==> config.mk <==
export PLATFORM = sky130hd
export DESIGN_NAME = axi_addr_remapper
export DESIGN_NICKNAME = d
export VERILOG_FILES = /design/src/rtl/axi_remap_pkg.sv /design/src/rtl/axi_remap_slice.sv /design/src/rtl/axi_addr_remapper.sv
export SDC_FILE = /design/constraint.sdc
export NUM_CORES = 1
export LEC_CHECK = 0
export ABC_CLOCK_PERIOD_IN_PS = 3100
export BUFFER_PORTS_ARGS = -buffer_cell sky130_fd_sc_hd__buf_2
export CAP_MARGIN = 15
export CORE_AREA = 5 5 341 343
export CTS_CLUSTER_SIZE = 8
export DETAILED_ROUTE_END_ITERATION = 8
export DIE_AREA = 0 0 346 348
export PLACE_DENSITY = 0.39
export SYNTH_ARGS = -nofsm -noshare
export SYNTH_HDL_FRONTEND = slang
export SYNTH_HIERARCHICAL = 1
export SYNTH_SLANG_ARGS = --single-unit
==> constraint.sdc <==
create_clock -name uncoreclk -period 3.1 [get_ports uncoreclk]
set_input_delay 0.155 -clock uncoreclk [delete_from_list [all_inputs] [get_ports uncoreclk]]
set_output_delay 0.155 -clock uncoreclk [all_outputs]
set_load 0.03 [all_outputs]
==> src/rtl/axi_remap_pkg.sv <==
// axi_remap_pkg: AXI response codes, remapper FSM states and the window match function
package axi_remap_pkg;
  localparam logic [1:0] RESP_OKAY = 2'b00;
  localparam logic [1:0] RESP_DECERR = 2'b11;
  typedef enum logic [1:0] {W_IDLE, W_FWD, W_SINK, W_ERRB} w_state_e;
  typedef enum logic [1:0] {R_IDLE, R_WAIT, R_ERR} r_state_e;
  function automatic logic region_hit(input logic [63:0] addr, input logic [63:0] base, input logic [63:0] mask, input logic en);
    return en && ((addr & ~mask) == (base & ~mask));
  endfunction
endpackage

==> src/rtl/axi_remap_slice.sv <==
// axi_remap_slice: one-entry valid/ready register; en gates upstream accept, m_ready frees the entry
module axi_remap_slice #(
  parameter int W = 8
) (
  input  logic         clk,
  input  logic         rst,
  input  logic         en,
  input  logic         s_valid,
  input  logic [W-1:0] s_data,
  output logic         s_ready,
  output logic         m_valid,
  input  logic         m_ready,
  output logic [W-1:0] m_data
);
  logic full_q, full_d;
  logic [W-1:0] data_q, data_d;
  always_comb begin
    s_ready = en && (!full_q || m_ready);
    full_d = (s_valid && s_ready) || (full_q && !m_ready);
    data_d = s_valid && s_ready ? s_data : data_q;
    m_valid = full_q;
    m_data = data_q;
  end
  always_ff @(posedge clk) begin
    if (rst) begin
      full_q <= 1'b0;
      data_q <= '0;
    end else begin
      full_q <= full_d;
      data_q <= data_d;
    end
  end
endmodule

==> src/rtl/axi_addr_remapper.sv <==
// axi_addr_remapper: AXI4 core-to-SoC address remapper; cfg_* windows, s_axi_* from core, m_axi_* to SoC, unmapped bursts end in local DECERR
module axi_addr_remapper
  import axi_remap_pkg::*;
#(
  parameter int ADDR_WIDTH  = 32,
  parameter int DATA_WIDTH  = 64,
  parameter int ID_WIDTH    = 1,
  parameter int NUM_REGIONS = 4,
  parameter int OUTST_WIDTH = 4
) (
  input  logic                              uncoreclk,
  input  logic                              uncorersts,
  input  logic [NUM_REGIONS*ADDR_WIDTH-1:0] cfg_base,
  input  logic [NUM_REGIONS*ADDR_WIDTH-1:0] cfg_mask,
  input  logic [NUM_REGIONS*ADDR_WIDTH-1:0] cfg_target,
  input  logic [NUM_REGIONS-1:0]            cfg_en,
  input  logic [ID_WIDTH-1:0]               s_axi_awid,
  input  logic [ADDR_WIDTH-1:0]             s_axi_awaddr,
  input  logic [7:0]                        s_axi_awlen,
  input  logic [2:0]                        s_axi_awsize,
  input  logic [1:0]                        s_axi_awburst,
  input  logic                              s_axi_awvalid,
  output logic                              s_axi_awready,
  input  logic [DATA_WIDTH-1:0]             s_axi_wdata,
  input  logic [DATA_WIDTH/8-1:0]           s_axi_wstrb,
  input  logic                              s_axi_wlast,
  input  logic                              s_axi_wvalid,
  output logic                              s_axi_wready,
  output logic [ID_WIDTH-1:0]               s_axi_bid,
  output logic [1:0]                        s_axi_bresp,
  output logic                              s_axi_bvalid,
  input  logic                              s_axi_bready,
  input  logic [ID_WIDTH-1:0]               s_axi_arid,
  input  logic [ADDR_WIDTH-1:0]             s_axi_araddr,
  input  logic [7:0]                        s_axi_arlen,
  input  logic [2:0]                        s_axi_arsize,
  input  logic [1:0]                        s_axi_arburst,
  input  logic                              s_axi_arvalid,
  output logic                              s_axi_arready,
  output logic [ID_WIDTH-1:0]               s_axi_rid,
  output logic [DATA_WIDTH-1:0]             s_axi_rdata,
  output logic [1:0]                        s_axi_rresp,
  output logic                              s_axi_rlast,
  output logic                              s_axi_rvalid,
  input  logic                              s_axi_rready,
  output logic [ID_WIDTH-1:0]               m_axi_awid,
  output logic [ADDR_WIDTH-1:0]             m_axi_awaddr,
  output logic [7:0]                        m_axi_awlen,
  output logic [2:0]                        m_axi_awsize,
  output logic [1:0]                        m_axi_awburst,
  output logic                              m_axi_awvalid,
  input  logic                              m_axi_awready,
  output logic [DATA_WIDTH-1:0]             m_axi_wdata,
  output logic [DATA_WIDTH/8-1:0]           m_axi_wstrb,
  output logic                              m_axi_wlast,
  output logic                              m_axi_wvalid,
  input  logic                              m_axi_wready,
  input  logic [ID_WIDTH-1:0]               m_axi_bid,
  input  logic [1:0]                        m_axi_bresp,
  input  logic                              m_axi_bvalid,
  output logic                              m_axi_bready,
  output logic [ID_WIDTH-1:0]               m_axi_arid,
  output logic [ADDR_WIDTH-1:0]             m_axi_araddr,
  output logic [7:0]                        m_axi_arlen,
  output logic [2:0]                        m_axi_arsize,
  output logic [1:0]                        m_axi_arburst,
  output logic                              m_axi_arvalid,
  input  logic                              m_axi_arready,
  input  logic [ID_WIDTH-1:0]               m_axi_rid,
  input  logic [DATA_WIDTH-1:0]             m_axi_rdata,
  input  logic [1:0]                        m_axi_rresp,
  input  logic                              m_axi_rlast,
  input  logic                              m_axi_rvalid,
  output logic                              m_axi_rready
);
  localparam int SW = ID_WIDTH + ADDR_WIDTH + 13;
  w_state_e w_q, w_d;
  r_state_e r_q, r_d;
  logic rdy_q, rdy_d;
  logic [ID_WIDTH-1:0] bid_q, bid_d, rid_q, rid_d;
  logic [7:0] rlen_q, rlen_d, beat_q, beat_d;
  logic [OUTST_WIDTH-1:0] wr_outst_q, wr_outst_d, rd_outst_q, rd_outst_d;
  logic [ADDR_WIDTH:0] aw_map, ar_map;
  logic aw_hs, ar_hs, aw_inc, ar_inc, b_dec, r_dec, wr_max, rd_max, b_own, r_own, r_last;
  function automatic logic [ADDR_WIDTH:0] remap(input logic [ADDR_WIDTH-1:0] a);
    logic [ADDR_WIDTH-1:0] m, t;
    remap = {1'b0, a};
    for (int i = NUM_REGIONS - 1; i >= 0; i--) begin
      m = cfg_mask[i*ADDR_WIDTH +: ADDR_WIDTH];
      t = cfg_target[i*ADDR_WIDTH +: ADDR_WIDTH];
      if (region_hit(64'(a), 64'(cfg_base[i*ADDR_WIDTH +: ADDR_WIDTH]), 64'(m), cfg_en[i]))
        remap = {1'b1, (a & m) | (t & ~m)};
    end
  endfunction
  always_comb begin
    aw_map = remap(s_axi_awaddr);
    ar_map = remap(s_axi_araddr);
    wr_max = &wr_outst_q;
    rd_max = &rd_outst_q;
  end
  axi_remap_slice #(.W(SW)) u_aw (
    .clk     (uncoreclk),
    .rst     (uncorersts),
    .en      (rdy_q && w_q == W_IDLE),
    .s_valid (s_axi_awvalid && aw_map[ADDR_WIDTH]),
    .s_data  ({s_axi_awid, aw_map[ADDR_WIDTH-1:0], s_axi_awlen, s_axi_awsize, s_axi_awburst}),
    .s_ready (s_axi_awready),
    .m_valid (m_axi_awvalid),
    .m_ready (m_axi_awready && !wr_max),
    .m_data  ({m_axi_awid, m_axi_awaddr, m_axi_awlen, m_axi_awsize, m_axi_awburst})
  );
  axi_remap_slice #(.W(SW)) u_ar (
    .clk     (uncoreclk),
    .rst     (uncorersts),
    .en      (rdy_q && r_q == R_IDLE),
    .s_valid (s_axi_arvalid && ar_map[ADDR_WIDTH]),
    .s_data  ({s_axi_arid, ar_map[ADDR_WIDTH-1:0], s_axi_arlen, s_axi_arsize, s_axi_arburst}),
    .s_ready (s_axi_arready),
    .m_valid (m_axi_arvalid),
    .m_ready (m_axi_arready && !rd_max),
    .m_data  ({m_axi_arid, m_axi_araddr, m_axi_arlen, m_axi_arsize, m_axi_arburst})
  );
  always_comb begin
    aw_hs = s_axi_awvalid && s_axi_awready;
    ar_hs = s_axi_arvalid && s_axi_arready;
    aw_inc = m_axi_awvalid && m_axi_awready && !wr_max;
    ar_inc = m_axi_arvalid && m_axi_arready && !rd_max;
    b_own = w_q == W_ERRB && wr_outst_q == '0;
    r_own = r_q == R_ERR;
    r_last = beat_q == rlen_q;
    m_axi_wvalid = w_q == W_FWD && s_axi_wvalid;
    s_axi_wready = w_q == W_SINK || (w_q == W_FWD && m_axi_wready);
    m_axi_wdata = s_axi_wdata;
    m_axi_wstrb = s_axi_wstrb;
    m_axi_wlast = s_axi_wlast;
    s_axi_bvalid = b_own || m_axi_bvalid;
    s_axi_bid = b_own ? bid_q : m_axi_bid;
    s_axi_bresp = b_own ? RESP_DECERR : m_axi_bresp;
    m_axi_bready = !b_own && s_axi_bready;
    s_axi_rvalid = r_own || m_axi_rvalid;
    s_axi_rid = r_own ? rid_q : m_axi_rid;
    s_axi_rdata = r_own ? '0 : m_axi_rdata;
    s_axi_rresp = r_own ? RESP_DECERR : m_axi_rresp;
    s_axi_rlast = r_own ? r_last : m_axi_rlast;
    m_axi_rready = !r_own && s_axi_rready;
    b_dec = m_axi_bvalid && m_axi_bready;
    r_dec = m_axi_rvalid && m_axi_rready && m_axi_rlast;
    wr_outst_d = wr_outst_q + OUTST_WIDTH'(aw_inc) - OUTST_WIDTH'(b_dec);
    rd_outst_d = rd_outst_q + OUTST_WIDTH'(ar_inc) - OUTST_WIDTH'(r_dec);
    rdy_d = 1'b1;
  end
  always_comb begin
    w_d = w_q;
    bid_d = bid_q;
    unique case (w_q)
      W_IDLE: if (aw_hs) begin
        w_d = aw_map[ADDR_WIDTH] ? W_FWD : W_SINK;
        bid_d = s_axi_awid;
      end
      W_FWD: if (s_axi_wvalid && s_axi_wready && s_axi_wlast) w_d = W_IDLE;
      W_SINK: if (s_axi_wvalid && s_axi_wlast) w_d = W_ERRB;
      default: if (b_own && s_axi_bready) w_d = W_IDLE;
    endcase
  end
  always_comb begin
    r_d = r_q;
    rid_d = rid_q;
    rlen_d = rlen_q;
    beat_d = beat_q;
    unique case (r_q)
      R_IDLE: if (ar_hs && !ar_map[ADDR_WIDTH]) begin
        r_d = R_WAIT;
        rid_d = s_axi_arid;
        rlen_d = s_axi_arlen;
        beat_d = '0;
      end
      R_WAIT: if (rd_outst_q == '0) r_d = R_ERR;
      default: if (s_axi_rready) begin
        beat_d = beat_q + 8'd1;
        r_d = r_last ? R_IDLE : R_ERR;
      end
    endcase
  end
  always_ff @(posedge uncoreclk) begin
    if (uncorersts) begin
      w_q <= W_IDLE;
      r_q <= R_IDLE;
      rdy_q <= 1'b0;
      bid_q <= '0;
      rid_q <= '0;
      rlen_q <= '0;
      beat_q <= '0;
      wr_outst_q <= '0;
      rd_outst_q <= '0;
    end else begin
      w_q <= w_d;
      r_q <= r_d;
      rdy_q <= rdy_d;
      bid_q <= bid_d;
      rid_q <= rid_d;
      rlen_q <= rlen_d;
      beat_q <= beat_d;
      wr_outst_q <= wr_outst_d;
      rd_outst_q <= rd_outst_d;
    end
  end
endmodule

==> run metrics <==
Comb power frac between 40 and 50%; CP Max Fanout 14; CTS Buf Count 17; fmax ~0.33 GHz; WL final ~160 mm; via/cell ratio 4.89; Post-synth EDFFs 0; critical path class input port to flop; Syn Inst Count about 2,100; final hold vios 0; Synth async-reset ratio 0%; clock power share 30.3%; Net Count, Synth approximately 2,800; count of antenna-violating nets left after detailed routing 0; share of cells above drive strength 1 approximately two fifths; Avg Inst Size Synth ~7.6 um2; register share of total power around 23%; DRC Markers 0; # nets final between 3,000 and 4,000; Placed Cells ~4,600; synth unique cells a little under 70; fin cells between 4,000 and 5,000; grt peak-use layer met2; total via count after detailed routing 22,700; initial antenna violation count 110; Peak supply drop about 0.39 mV; Layout area overhead 53.0%; port buffer count approximately 740; slew margin rel. approximately two fifths; final setup fails 0; clock buffer depth 2; cell internal pwr between 4 and 5 mW; max-cap check violation count 0; root buffer cell clkbuf_16; vias in the first global route ~22,000; max incr delay on CP 0.68 ns; final worst path period need about 3.1 ns; predominant post-synthesis flop cell dfxtp_1; critical path startpoint s_axi_araddr[27]; met1 GRT Util 30.4%; Crit path arrival time approximately 3.5 ns; RSZ-0062 raised after global routing false; most common cell after layout, fill and taps aside buf_2; starting density of the core between 10 and 15%; CTS tree done; CP max-delay cell a2111oi_0; Die ar. about 120,000 um2; Power Dens Cells between 200 and 300 nW/um2; Setup TNS 0 ns; RePlAce Congestion around 1; count of final max-slew check failures 0; grt met2 use about two fifths; commonest non-fill, non-tap cells in the layout 735 x buf_2, 366 x buf_4, 205 x nor3b_1; sequential area share after synthesis 15.4%; Core Box Area about 110,000 um2; Clock transition at path regs 0.07 ns; FF+latch count, synth roughly 130; leakage approximately 10 nW; PnR Total Power roughly 7.4 mW; clock insertion delay at the later pin of the skew report 0.49 ns; drt wl/cell 34.4 um; outcome complete, no violations; reg-to-reg startpoint wr_outst_q[2]; drt pass-1 iters 5; GRT met3 Usage roughly 9%; hold path startpoint uncorersts; final hold slack ~0.055 ns; grt total ovfl 0; I/O pin cnt ~880; DP Wirelength roughly 140 mm; Tcrit/Tclk final between 90% and 100%; H-tree depth 4; CP most frequent cell buf_4; NetSw about 3.3 mW; global-route wire length before repair 206 mm; Die Y approximately 350 um; Hold Path Class input port to flop; 1st-iter DRT viols ~2,100; worst path cell trace buf_2 > buf_12 > a2111oi_0 > nand4b_1 > or3b_1 > or2_4 > buf_4 > o221ai_1 > o311ai_1 > buf_4 > o221ai_1 > buf_4 > nand2b_1 > mux2i_1; Yosys Warn Count 6; Req. time, crit path 3.51 ns; Least-Margin Pin Slew 0.915 ns; row cnt about 120; largest net degree at the start of global routing 74; Setup Skew around 0.020 ns; crit start category input port; synthesized area about 16,000 um2; Die W between 300 and 400 um; critical path capture point type flop; switch share 44.2%; gr usage total between 20% and 30%; clock sink total 125
## synthesized netlist by cell type, types with 25 or more instances
master	count	share of area (%)
nand4_1	26	1.0
inv_1	52	1.2
nor2_1	115	2.7
nor4_1	67	2.6
and2_1	70	2.7
a211oi_1	36	1.7
o31a_1	25	1.3
nor3b_1	205	9.5
a211o_1	33	1.8
clkbuf_1	120	2.8
buf_4	73	3.4
a21oi_1	147	4.5
xnor2_1	137	7.4
nand2b_1	197	7.6
mux2i_1	136	8.4
o221ai_1	94	5.1
dfxtp_1	125	15
o22ai_1	50	1.9
nor2b_1	98	3.8
nor3_1	55	1.7
## cell families (layout without fill, tap and decap cells)
group	count (synthesis)	in the layout	share of synthesized area, %
AND/OR/NAND/NOR	949	949	36.2
AO/OA/AOI/OAI	486	486	21.3
buffers and inverters	285	1248	9.65
XOR/XNOR	143	143	7.72
multiplexers	138	138	8.53
flip-flops	125	125	15.4
adder cells (fa/ha/maj)	15	15	1.25
other	0	30	0
## area by class of cell
class                           count  area [um2]
Timing Repair Buffer             1164        7400
Multi-Input combinational cell   1731       12200
Tap cell                         1512        1890
Sequential cell                   125        2500
Inverter                           52         195
Antenna cell                       30        75.1
Clock inverter                     14         149
Clock buffer                       18         429
Fill cell                       13000       88400
## flip-flops by register name, indices dropped and copies added, names as in the netlist
register      count
rlen_q            8
u_ar/m_data      46
u_ar/m_valid      1
rid_q             1
r_q               2
rdy_q             1
rd_outst_q        4
beat_q            8
bid_q             1
u_aw/m_valid      1
w_q               2
wr_outst_q        4
u_aw/m_data      46
## critical path: cells and delay by family
family / cells / cell delay [ns]
compound gates: 4 / 1.16
simple gates: 4 / 1.07
buf+inv: 5 / 0.93
mux: 1 / 0.13
## through the flow
stage	cell area [um2]	setup WS, ns	util [%]
after floorplan	16200	0.151	-
after global placement	23900	-0.575	21.1
after detailed placement	23900	-0.593	21.1
after CTS	24800	0.0296	21.9
after global routing	24800	0.0333	21.9
final	24800	0.0290	21.9
## path summary, 6_finish.rpt
kind	endpoint	slack [ns]	cells after the start
hold reg to reg	u_aw/m_data[8]	0.47	2
hold / removal	rdy_q	0.05	2
setup reg to reg	wr_outst_q[2]	0.46	12
setup / recovery	u_ar/m_data[14]	0.03	14
## routing by layer
metal	vias up	share of wire, %
li1	9800	-
met1	11100	39
met2	1422	45
met3	353	11
met4	66	4.4
met5	-	0.26
## what timing repair did
action,in CTS,in global routing
buffers inserted,0,0
hold endpoints to repair,37,0
gates resized for setup,2,4
hold buffers,28,0
endpoints found under the setup margin,2,25
## power by group through the flow
stage	clock network, mW	logic (mW)	registers [mW]
floorplan	0	1.62	1.70
global placement	0	3.40	1.72
detailed placement	0	3.38	1.72
CTS	2.34	3.42	1.68
global route	2.38	3.62	1.69
finish	2.24	3.47	1.68
No activity file was read; power rests on OpenSTA's default activity.
